`config.mk`:
```
export PLATFORM = sky130hd
export DESIGN_NAME = cla_pipe_addsub
export DESIGN_NICKNAME = d
export VERILOG_FILES = /design/src/rtl/cla_pipe_addsub_pkg.sv /design/src/rtl/cla_segment.sv /design/src/rtl/cla_pipe_addsub.sv
export SDC_FILE = /design/constraint.sdc
export NUM_CORES = 1
export LEC_CHECK = 0
export ABC_CLOCK_PERIOD_IN_PS = 5000
export BUFFER_PORTS_ARGS = -buffer_cell sky130_fd_sc_hd__buf_2
export CORE_MARGIN = 3
export CORE_UTILIZATION = 55
export CTS_BUF_LIST = sky130_fd_sc_hd__clkbuf_4 sky130_fd_sc_hd__clkbuf_8 sky130_fd_sc_hd__clkbuf_16
export DETAILED_ROUTE_END_ITERATION = 8
export PLACE_DENSITY = 0.88
export REMOVE_ABC_BUFFERS = 1
export SKIP_CTS_REPAIR_TIMING = 1
export SLEW_MARGIN = 20
export SYNTH_ARGS = -nofsm -noshare
export SYNTH_HDL_FRONTEND = slang
export SYNTH_SLANG_ARGS = --single-unit
```
`constraint.sdc`:
```
create_clock -name clock -period 5 [get_ports clock]
set_input_delay 0.5 -clock clock [delete_from_list [all_inputs] [get_ports clock]]
set_output_delay 0.5 -clock clock [all_outputs]
set_load 0.005 [all_outputs]
```
`src/rtl/cla_pipe_addsub_pkg.sv`:
```
// Shared constants and helpers for the pipelined CLA adder/subtractor.
// Default operand split is 32 bits resolved 8 bits per stage.
// seg_count gives the number of segment stages, which is also the latency.
package cla_pipe_addsub_pkg;

    localparam int DEFAULT_WIDTH     = 32;
    localparam int DEFAULT_SEG_WIDTH = 8;

    // Number of segment stages for a given operand split.
    function automatic int seg_count(input int width, input int seg_width);
        return width / seg_width;
    endfunction

endpackage

```
`src/rtl/cla_segment.sv`:
```
// Combinational SEG_WIDTH-bit carry-lookahead adder slice.
// Latency: 0 cycles (purely combinational).
// Backpressure: none; the enclosing pipeline stage decides when to capture.
module cla_segment
    import cla_pipe_addsub_pkg::*;
#(
    parameter int SEG_WIDTH = DEFAULT_SEG_WIDTH
) (
    input  logic [SEG_WIDTH-1:0] a,
    input  logic [SEG_WIDTH-1:0] b,
    input  logic                 cin,
    output logic [SEG_WIDTH-1:0] sum,
    output logic                 cout
);

    logic [SEG_WIDTH-1:0] gen;
    logic [SEG_WIDTH-1:0] prop;
    logic [SEG_WIDTH:0]   carry;

    assign gen  = a & b;
    assign prop = a ^ b;

    // Flattened lookahead: each carry is built directly from generate/propagate
    // terms and cin, so no carry ripples through a previous carry bit.
    always_comb begin : p_lookahead
        logic acc;
        logic run;
        acc   = 1'b0;
        run   = 1'b0;
        carry = '0;
        carry[0] = cin;
        for (int i = 0; i < SEG_WIDTH; i++) begin
            acc = gen[i];
            run = prop[i];
            for (int j = i - 1; j >= 0; j--) begin
                acc = acc | (run & gen[j]);
                run = run & prop[j];
            end
            carry[i+1] = acc | (run & cin);
        end
    end

    assign sum  = prop ^ carry[SEG_WIDTH-1:0];
    assign cout = carry[SEG_WIDTH];

endmodule

```
`src/rtl/cla_pipe_addsub.sv`:
```
// Pipelined add/subtract resolving one CLA segment per stage, carry forwarded stage to stage.
// Latency: NSEG = WIDTH/SEG_WIDTH cycles from input accept to output valid; 1 beat/cycle.
// Backpressure: global stall; when out_valid && !out_ready every stage holds and in_ready=0.
module cla_pipe_addsub
    import cla_pipe_addsub_pkg::*;
#(
    parameter int WIDTH     = DEFAULT_WIDTH,
    parameter int SEG_WIDTH = DEFAULT_SEG_WIDTH
) (
    input  logic             clock,
    input  logic             reset,
    input  logic             in_valid,
    output logic             in_ready,
    input  logic [WIDTH-1:0] in_a,
    input  logic [WIDTH-1:0] in_b,
    input  logic             in_sub,
    input  logic             in_cin,
    output logic             out_valid,
    input  logic             out_ready,
    output logic [WIDTH-1:0] out_sum,
    output logic             out_cout,
    output logic             out_ovf
);

    localparam int NSEG = seg_count(WIDTH, SEG_WIDTH);
    localparam int MSB  = WIDTH - 1;

    if ((SEG_WIDTH < 1) || ((WIDTH % SEG_WIDTH) != 0)) begin : g_bad_split
        $error("cla_pipe_addsub: WIDTH (%0d) must be a multiple of SEG_WIDTH (%0d)", WIDTH, SEG_WIDTH);
    end

    // Stage 0 holds prepared operands; stage k holds k resolved segments.
    // Operand copies are only needed up to the stage feeding the last segment.
    logic             advance;
    logic             stg_vld [0:NSEG];
    logic             stg_cry [0:NSEG];
    logic [WIDTH-1:0] stg_a   [0:NSEG-1];
    logic [WIDTH-1:0] stg_b   [0:NSEG-1];
    logic [WIDTH-1:0] stg_sum [1:NSEG];
    logic             ovf_q;

    assign advance   = !stg_vld[NSEG] || out_ready;
    assign in_ready  = advance;
    assign out_valid = stg_vld[NSEG];
    assign out_sum   = stg_sum[NSEG];
    assign out_cout  = stg_cry[NSEG];
    assign out_ovf   = ovf_q;

    // Capture: subtract folds into inverted B and inverted carry-in.
    always_ff @(posedge clock) begin
        if (reset) begin
            stg_vld[0] <= 1'b0;
        end else if (advance) begin
            stg_vld[0] <= in_valid;
            if (in_valid) begin
                stg_a[0]   <= in_a;
                stg_b[0]   <= in_b ^ {WIDTH{in_sub}};
                stg_cry[0] <= in_cin ^ in_sub;
            end
        end
    end

    for (genvar k = 1; k <= NSEG; k++) begin : g_stage
        localparam int LO = (k - 1) * SEG_WIDTH;

        logic [SEG_WIDTH-1:0] seg_sum;
        logic                 seg_cout;
        logic [WIDTH-1:0]     sum_prev;
        logic [WIDTH-1:0]     sum_nxt;

        cla_segment #(
            .SEG_WIDTH(SEG_WIDTH)
        ) u_seg (
            .a   (stg_a[k-1][LO +: SEG_WIDTH]),
            .b   (stg_b[k-1][LO +: SEG_WIDTH]),
            .cin (stg_cry[k-1]),
            .sum (seg_sum),
            .cout(seg_cout)
        );

        if (k == 1) begin : g_first
            assign sum_prev = '0;
        end else begin : g_rest
            assign sum_prev = stg_sum[k-1];
        end

        // Merge this segment's sum bits over the bits already resolved below it.
        always_comb begin
            sum_nxt = sum_prev;
            sum_nxt[LO +: SEG_WIDTH] = seg_sum;
        end

        // Resolved sum and carry advance with the beat; the output stage resets to zero
        // and otherwise keeps its last result across bubbles.
        always_ff @(posedge clock) begin
            if (reset) begin
                stg_vld[k] <= 1'b0;
                if (k == NSEG) begin
                    stg_sum[k] <= '0;
                    stg_cry[k] <= 1'b0;
                end
            end else if (advance) begin
                stg_vld[k] <= stg_vld[k-1];
                if (stg_vld[k-1]) begin
                    stg_sum[k] <= sum_nxt;
                    stg_cry[k] <= seg_cout;
                end
            end
        end

        if (k < NSEG) begin : g_skew
            // Skew buffer: operands ride along so later stages see the unresolved upper bits.
            always_ff @(posedge clock) begin
                if (advance && stg_vld[k-1]) begin
                    stg_a[k] <= stg_a[k-1];
                    stg_b[k] <= stg_b[k-1];
                end
            end
        end else begin : g_out
            // Signed overflow: operands agree in sign but the result sign differs.
            always_ff @(posedge clock) begin
                if (reset) begin
                    ovf_q <= 1'b0;
                end else if (advance && stg_vld[k-1]) begin
                    ovf_q <= (stg_a[k-1][MSB] == stg_b[k-1][MSB]) &&
                             (sum_nxt[MSB] != stg_a[k-1][MSB]);
                end
            end
        end
    end

endmodule

```
==> results of run 1 <==
-- cells in the mapped netlist --
master     instances
nor3_1            10
or3_1              1
o21ai_0            4
and2_1            11
buf_2              3
nand4_1            2
ha_1              32
o41ai_2            1
dfxtp_1            1
nand3_1            9
and3_1            25
nor2_1             7
a31o_1             2
or2_2              1
a21oi_2            5
nand2b_1           5
nand2_1            9
o21a_1             5
a21o_1             4
or3b_1             2
inv_1              5
xor2_1            47
and2b_1            1
o21a_4             1
clkbuf_1           7
a21oi_1            8
fa_1               4
o211ai_1           3
nand2_2            1
nor2b_1            3
a21boi_1           1
o2111ai_2          3
o21ai_1            2
xnor2_1            9
edfxtp_1         250
-- critical path, stage by stage, from the launching register on --
cell and delay (ns):
edfxtp_1 0.38, nand2b_1 0.25, and2b_1 0.71, and2_2 0.81
buf_4 0.47
-- metrics by stage --
| stage | cells | hold slack, ns | area, sq um |
|---|---|---|---|
| 4_1_cts | 844 | 0.1544 | 10880 |
| 5_1_grt | 844 | 0.1527 | 10880 |
| 2_1_floorplan | 474 | 0.4003 | 9309 |
| 3_5_place_dp | 801 | 0.4045 | 10130 |
| 6_report | 844 | 0.1684 | 10880 |
| 3_3_place_gp | 801 | 0.4021 | 10130 |
-- cell usage in the layout, fill, tap and decap left out, types with 2 or more instances in the layout --
| cell type | Yosys | routed |
|---|---|---|
| a21o_1 | 4 | 4 |
| a21oi_1 | 8 | 8 |
| a21oi_2 | 5 | 5 |
| a31o_1 | 2 | 2 |
| and2_1 | 11 | 9 |
| and3_1 | 25 | 25 |
| buf_2 | 3 | 105 |
| buf_4 | 0 | 2 |
| clkbuf_16 | 0 | 25 |
| clkinv_1 | 0 | 5 |
| clkinv_2 | 0 | 7 |
| edfxtp_1 | 250 | 250 |
| fa_1 | 4 | 4 |
| ha_1 | 32 | 32 |
| inv_1 | 5 | 4 |
| nand2_1 | 9 | 9 |
| nand2b_1 | 5 | 5 |
| nand3_1 | 9 | 9 |
| nand4_1 | 2 | 2 |
| nor2_1 | 7 | 7 |
| nor2b_1 | 3 | 3 |
| nor3_1 | 10 | 10 |
| o2111ai_2 | 3 | 3 |
| o211ai_1 | 3 | 3 |
| o21a_1 | 5 | 5 |
| o21ai_0 | 4 | 4 |
| o21ai_1 | 2 | 2 |
| or3b_1 | 2 | 2 |
| xnor2_1 | 9 | 9 |
| xor2_1 | 47 | 47 |
-- worst paths after layout --
path | endpoint | start | slack [ns] | cells after the start
hold reg to reg | stg_a[1][18] | stg_a[0][18] | 0.41 | 0
setup / recovery | stg_a[0][18] | stg_vld[4] | 2.01 | 4
hold / removal | stg_a[0][29] | in_a[29] | 0.17 | 1
setup reg to reg | stg_a[0][18] | stg_vld[4] | 2.01 | 4
-- per-layer routing --
metal  wire, um  up-vias
li1           -     2101
met1       6183     2049
met2       6979      142
met3        819       36
met4        399        0
met5          0        -
-- power by group through the flow --
stage / Sequential (W) / Combinational [W] / Clock, W
after floorplan: 0.00248 / 0.000123 / 0
after global placement: 0.00248 / 0.000199 / 0
after CTS: 0.00244 / 0.000216 / 0.00172
after detailed placement: 0.00249 / 0.000211 / 0
after global routing: 0.00245 / 0.000238 / 0.00180
final: 0.00244 / 0.000213 / 0.00170
-- area by class of cell --
class	instances	area, sq um
clock buffers	26	633.1
clock inverters	17	120.1
fillers	1063	5702
inverters	5	18.77
multi-input cells	218	1767
flip-flops and latches	251	7527
well taps	220	275.3
repair buffers	107	540.5
-- sequential cells by signal, summed over array words and instances (netlist names) --
register  cells
stg_vld       5
stg_cry       5
stg_b        80
stg_sum      80
stg_a        80
out_ovf       1
-- cells by family (layout without fill, tap and decap cells) --
group	count (synthesis)	after routing	synth area share
flip-flops	251	251	0.8050
AND/OR/NAND/NOR	87	87	0.05206
XOR/XNOR	56	56	0.05246
AO/OA/AOI/OAI	39	39	0.03265
adder cells (fa/ha/maj)	36	36	0.05138
buffers and inverters	15	155	0.006423
==> run summary, run 1 <==
vias in the first global route: 4383
setup ws final: 2.008 ns
Clock transition at path regs: 0.06 ns
met1 Track Usage GR: 0.2005
Net count, final: 713
Total GRT Usage: 0.1529
f_max: 334.2 MHz
#FFs+latches synth: 251
MaxCap Viol Count: 0
Avg WL per Cell: 17.04 um
share of layout cells above drive strength 1: 0.2564
PortBufs: 105
Slew Viols, Final: 0
global route overflow: 0
IR drop worst, VDD: 0.0002408 V
Max Buffers Root-to-Sink: 3
Final Util: 0.6562
Clk Latency, worst-skew pair: 0.50 ns
met2 GRT Util: 0.2570
core area: 16580 sq um
gr busiest metal: met2
PwrDens: 399.8 nW/um^2
final setup fails: 0
Detailed Place HPWL: 9546 um
worst endpoint required time: 5.16 ns
first-pass GRT wire length: 22220 um
Final Hold Fails: 0
clock root buffer: clkbuf_16
Vias: 4328
Leak: 4.109 nW
first-pass detailed-route iteration total: 5
sequential element share of the synthesized area: 0.8050
Avg Vias per Cell: 5.128
Setup TNS: 0 ns
power share of the sequential group: 0.561
Yosys Warn Count: 0
largest net degree at the start of global routing: 49
starting density of the core: 0.5638
synth top area cells: edfxtp_1 80%, xor2_1 4.4%, ha_1 4.3%, and3_1 1.7%, fa_1 0.86%
crit path kind: reg -> reg
Remaining DRCs: 0
initial drt markers: 270
clock buffer count from CTS: 24
DIE AREA: 18600 sq um
CP max FO: 37
CTS tree: built
hold crit path type: in -> reg
IO Count: 106
CP endpoint kind: flip-flop
switching pwr: 0.0008781 W
ANT cells: 0
post-synth cell types: 35
P_int: 0.003472 W
Final period util: 0.5984
Vert. Die Dim: 136.4 um
Arr. time, crit path: 3.15 ns
Max-slew headroom: 0.3379
Power Total: 0.004350 W
sw frac: 0.2018
CP Launch Type: flip-flop
clock skew: 0.009175 ns
Area Overhead vs Synth: 16.38%
Worst Tran Pin Value: 0.9931 ns
GP Congestion: 0.7349
ANT nets after route: 0
initial antenna violation count: 0
Final min period: 2.992 ns
GR Layer Usage met3: 0.02813
post-synthesis cell area: 9350 sq um
drt total wl: 14380 um
Synth Instances: 484
die width: 136.4 um
post-place setup slack: 1.792 ns
CTS H-tree lvls: 1
dominant cell type by area after synthesis: edfxtp_1
post-synth top area share: 0.8029
unrepaired setup endpoints after global routing: false
Syn Area/Cell: 19.32 sq um
num rows: 47
status: complete, no violations
clk sinks: 251
clock power share: 0.390
Logic pwr share: 0.049
Power figures use the tool's default switching activity.
==> run 2, diff against run 1 <==
--- a/config.mk
+++ b/config.mk
@@ -5,13 +5,13 @@
 export SDC_FILE = /design/constraint.sdc
 export NUM_CORES = 1
 export LEC_CHECK = 0
-export ABC_CLOCK_PERIOD_IN_PS = 5000
+export ABC_CLOCK_PERIOD_IN_PS = 2500
 export BUFFER_PORTS_ARGS = -buffer_cell sky130_fd_sc_hd__buf_2
 export CORE_MARGIN = 3
-export CORE_UTILIZATION = 55
+export CORE_UTILIZATION = 52
 export CTS_BUF_LIST = sky130_fd_sc_hd__clkbuf_4 sky130_fd_sc_hd__clkbuf_8 sky130_fd_sc_hd__clkbuf_16
 export DETAILED_ROUTE_END_ITERATION = 8
-export PLACE_DENSITY = 0.88
+export PLACE_DENSITY = 0.87
 export REMOVE_ABC_BUFFERS = 1
 export SKIP_CTS_REPAIR_TIMING = 1
 export SLEW_MARGIN = 20
==> constraint.sdc (replaced) <==
create_clock -name clock -period 2.5 [get_ports clock]
set_input_delay 0.25 -clock clock [delete_from_list [all_inputs] [get_ports clock]]
set_output_delay 0.25 -clock clock [all_outputs]
set_load 0.005 [all_outputs]
==> run 2 against run 1 <==
  * Fmax grew 42%
  * Final area grew 3.8%
  * Flip-flop and latch count is the same
  * Critical path depth grew 2
  * Final cell count grew 5.1%
  * Worst hold slack lost 0.12 ns
  * Clock skew shrank 0.0012 ns
  * Count of clock-buffer cells in the layout grew 3
==> run summary, run 2 (synthesis results as in run 1) <==
CP endpoint kind: flip-flop
CP Launch Type: flip-flop
slowest cell delay on critical path: 0.43 ns (-0.38 ns)
CTS tree: built
PwrDens: 786.3 nW/um^2 (+97%)
unrepaired setup endpoints after global routing: false
cell area after layout: 11290 sq um (+3.8%)
hold crit path type: in -> reg
Hold Path Depth: 2 (+1)
DIE AREA: 19630 sq um (+5.5%)
Final Util: 0.6461 (-0.01006)
largest net degree at the start of global routing: 66 (+35%)
Largest regs: stg_a (80), stg_b (80), stg_sum (80)
RR Endpoint: stg_sum[0][118]
clock root buffer: clkbuf_16
clock buffer count from CTS: 24 (unchanged)
Max Buffers Root-to-Sink: 3 (unchanged)
PortBufs: 105 (unchanged)
Net count, final: 751 (+5.3%)
initial antenna violation count: 0 (unchanged)
Reg2Reg Depth: 6 (+2)
global route overflow: 0 (unchanged)
core area: 17480 sq um (+5.4%)
Avg Vias per Cell: 5.035 (-1.8%)
# fillers: 1125 (+5.8%)
crit path kind: reg -> reg
Leak: 4.284 nW (+4.3%)
crit path max-delay cell type: edfxtp_1
Area Overhead vs Synth: 20.77%
Avg WL per Cell: 16.78 um (-1.5%)
Final min period: 2.114 ns (-0.8777 ns)
CTS H-tree lvls: 1 (unchanged)
Final period util: 0.8458 (+0.2473)
IO Count: 106 (unchanged)
worst endpoint required time: 2.75 ns (-2.41 ns)
Detailed Place HPWL: 9327 um (-2.3%)
ANT cells: 0 (unchanged)
clk sinks: 251 (unchanged)
initial drt markers: 312 (+16%)
Vert. Die Dim: 140.1 um (+2.7%)
starting density of the core: 0.5350 (-0.02882)
area occupied by multi-input gates: 1765 sq um (about the same)
IR drop worst, VDD: 0.0005579 V (+130%)
clock skew: 0.008011 ns (-0.001164 ns)
Vias: 4466 (+3.2%)
worst r2r src: stg_b[2][16]
Clock transition at path regs: 0.06 ns (about the same)
Worst Tran Pin Value: 0.9418 ns (-0.05131 ns)
first-pass GRT wire length: 23090 um (+3.9%)
Final Hold Fails: 0 (unchanged)
ANT nets after route: 0 (unchanged)
R2R Setup Slk: 0.39 ns (-1.62 ns)
f_max: 472.9 MHz (+42%)
first-pass detailed-route iteration total: 4 (-1)
share of layout cells above drive strength 1: 0.2492 (-0.007166)
drt total wl: 14890 um (+3.5%)
Total GRT Usage: 0.1453 (-0.007615)
Hold Path End: stg_vld[0]
Remaining DRCs: 0 (unchanged)
GP Congestion: 0.7696 (+4.7%)
register area: 7527 sq um (unchanged)
Clk Latency, worst-skew pair: 0.50 ns (about the same)
CP max FO: 3 (-92%)
commonest cells after routing, fill and taps aside: 250 x edfxtp_1, 105 x buf_2, 47 x xor2_1, 32 x ha_1, 32 x dlygate4sd3_1
vias in the first global route: 4576 (+4.4%)
status: complete, no violations
Cell Chain, Critical Path: ha_1 -> a21oi_1 -> o2111ai_2 -> a21o_1 -> a21oi_2 -> xnor2_1
WHS: 0.04373 ns (-0.1246 ns)
final setup fails: 0 (unchanged)
Arr. time, crit path: 2.37 ns (-0.78 ns)
Slew Viols, Final: 0 (unchanged)
die width: 140.1 um (+2.7%)
num rows: 48 (+2.1%)
placed inst area: 10190 sq um (+0.63%)
Max-slew headroom: 0.3721 (+0.03421)
commonest non-fill, non-tap cell in the layout: edfxtp_1
MaxCap Viol Count: 0 (unchanged)
Hold Crit Start: in_valid
-- run 2: cell types whose count changed in the layout (fill, tap and decap cells not counted), sizes merged --
cell,before,now
dlygate4sd3,0,32
inv,7,6
buf,107,113
bufinv,1,2
clkinvlp,1,2
clkbuf,26,29
clkinv,13,9
-- run 2: stage by stage --
step	TNS, ns	worst slack (ns)	power [W]	cells
3_3_place_gp	0	0.5942	0.005361	812
3_5_place_dp	0	0.5345	0.005399	812
6_report	0	0.3855	0.008879	887
2_1_floorplan	-38.69	-0.5953	0.005203	474
4_1_cts	0	0.4186	0.008888	855
5_1_grt	0	0.2858	0.009190	887
-- run 2: cell type report --
class | instances | area share
clock buffers | 29 | 0.05806
well taps | 225 | 0.02493
inverters | 5 | 0.001662
multi-input cells | 218 | 0.1563
repair buffers | 145 | 0.08133
clock inverters | 14 | 0.01108
flip-flops and latches | 251 | 0.6666
-- run 2: worst max path at each step --
| stage | from | end | slack, ns |
|---|---|---|---|
| finish | stg_b[2][16] | stg_sum[0][118] | 0.39 |
| global route | stg_b[2][16] | stg_sum[0][118] | 0.29 |
| CTS | stg_b[2][16] | stg_sum[0][118] | 0.42 |
| detailed placement | stg_b[1][8] | stg_cry[2] | 0.53 |
| global placement | stg_b[1][8] | stg_cry[2] | 0.59 |
| floorplan | stg_vld[4] | stg_a[0][0] | -0.60 |
-- run 2: layer usage --
metal,part of all wire,GRT usage,vias to the layer above
li1,-,-,2172
met1,0.42,0.1919,2111
met2,0.50,0.2446,154
met3,0.057,0.03141,29
met4,0.023,0.04539,0
met5,0,0,-
-- run 2: worst max-delay path: cells and delay by family (launching register included) --
family          cells  cell delay, ns
flops               1            0.43
xor+xnor            1            0.07
fa+ha+maj           1            0.35
compound gates      4            1.02
-- run 2: where the power goes --
part           total, W  switching (W)  internal, W
combinational  0.000484       0.000269     0.000215
sequential      0.00488      0.0000516      0.00483
clock           0.00352        0.00144      0.00208
total           0.00888        0.00176      0.00712
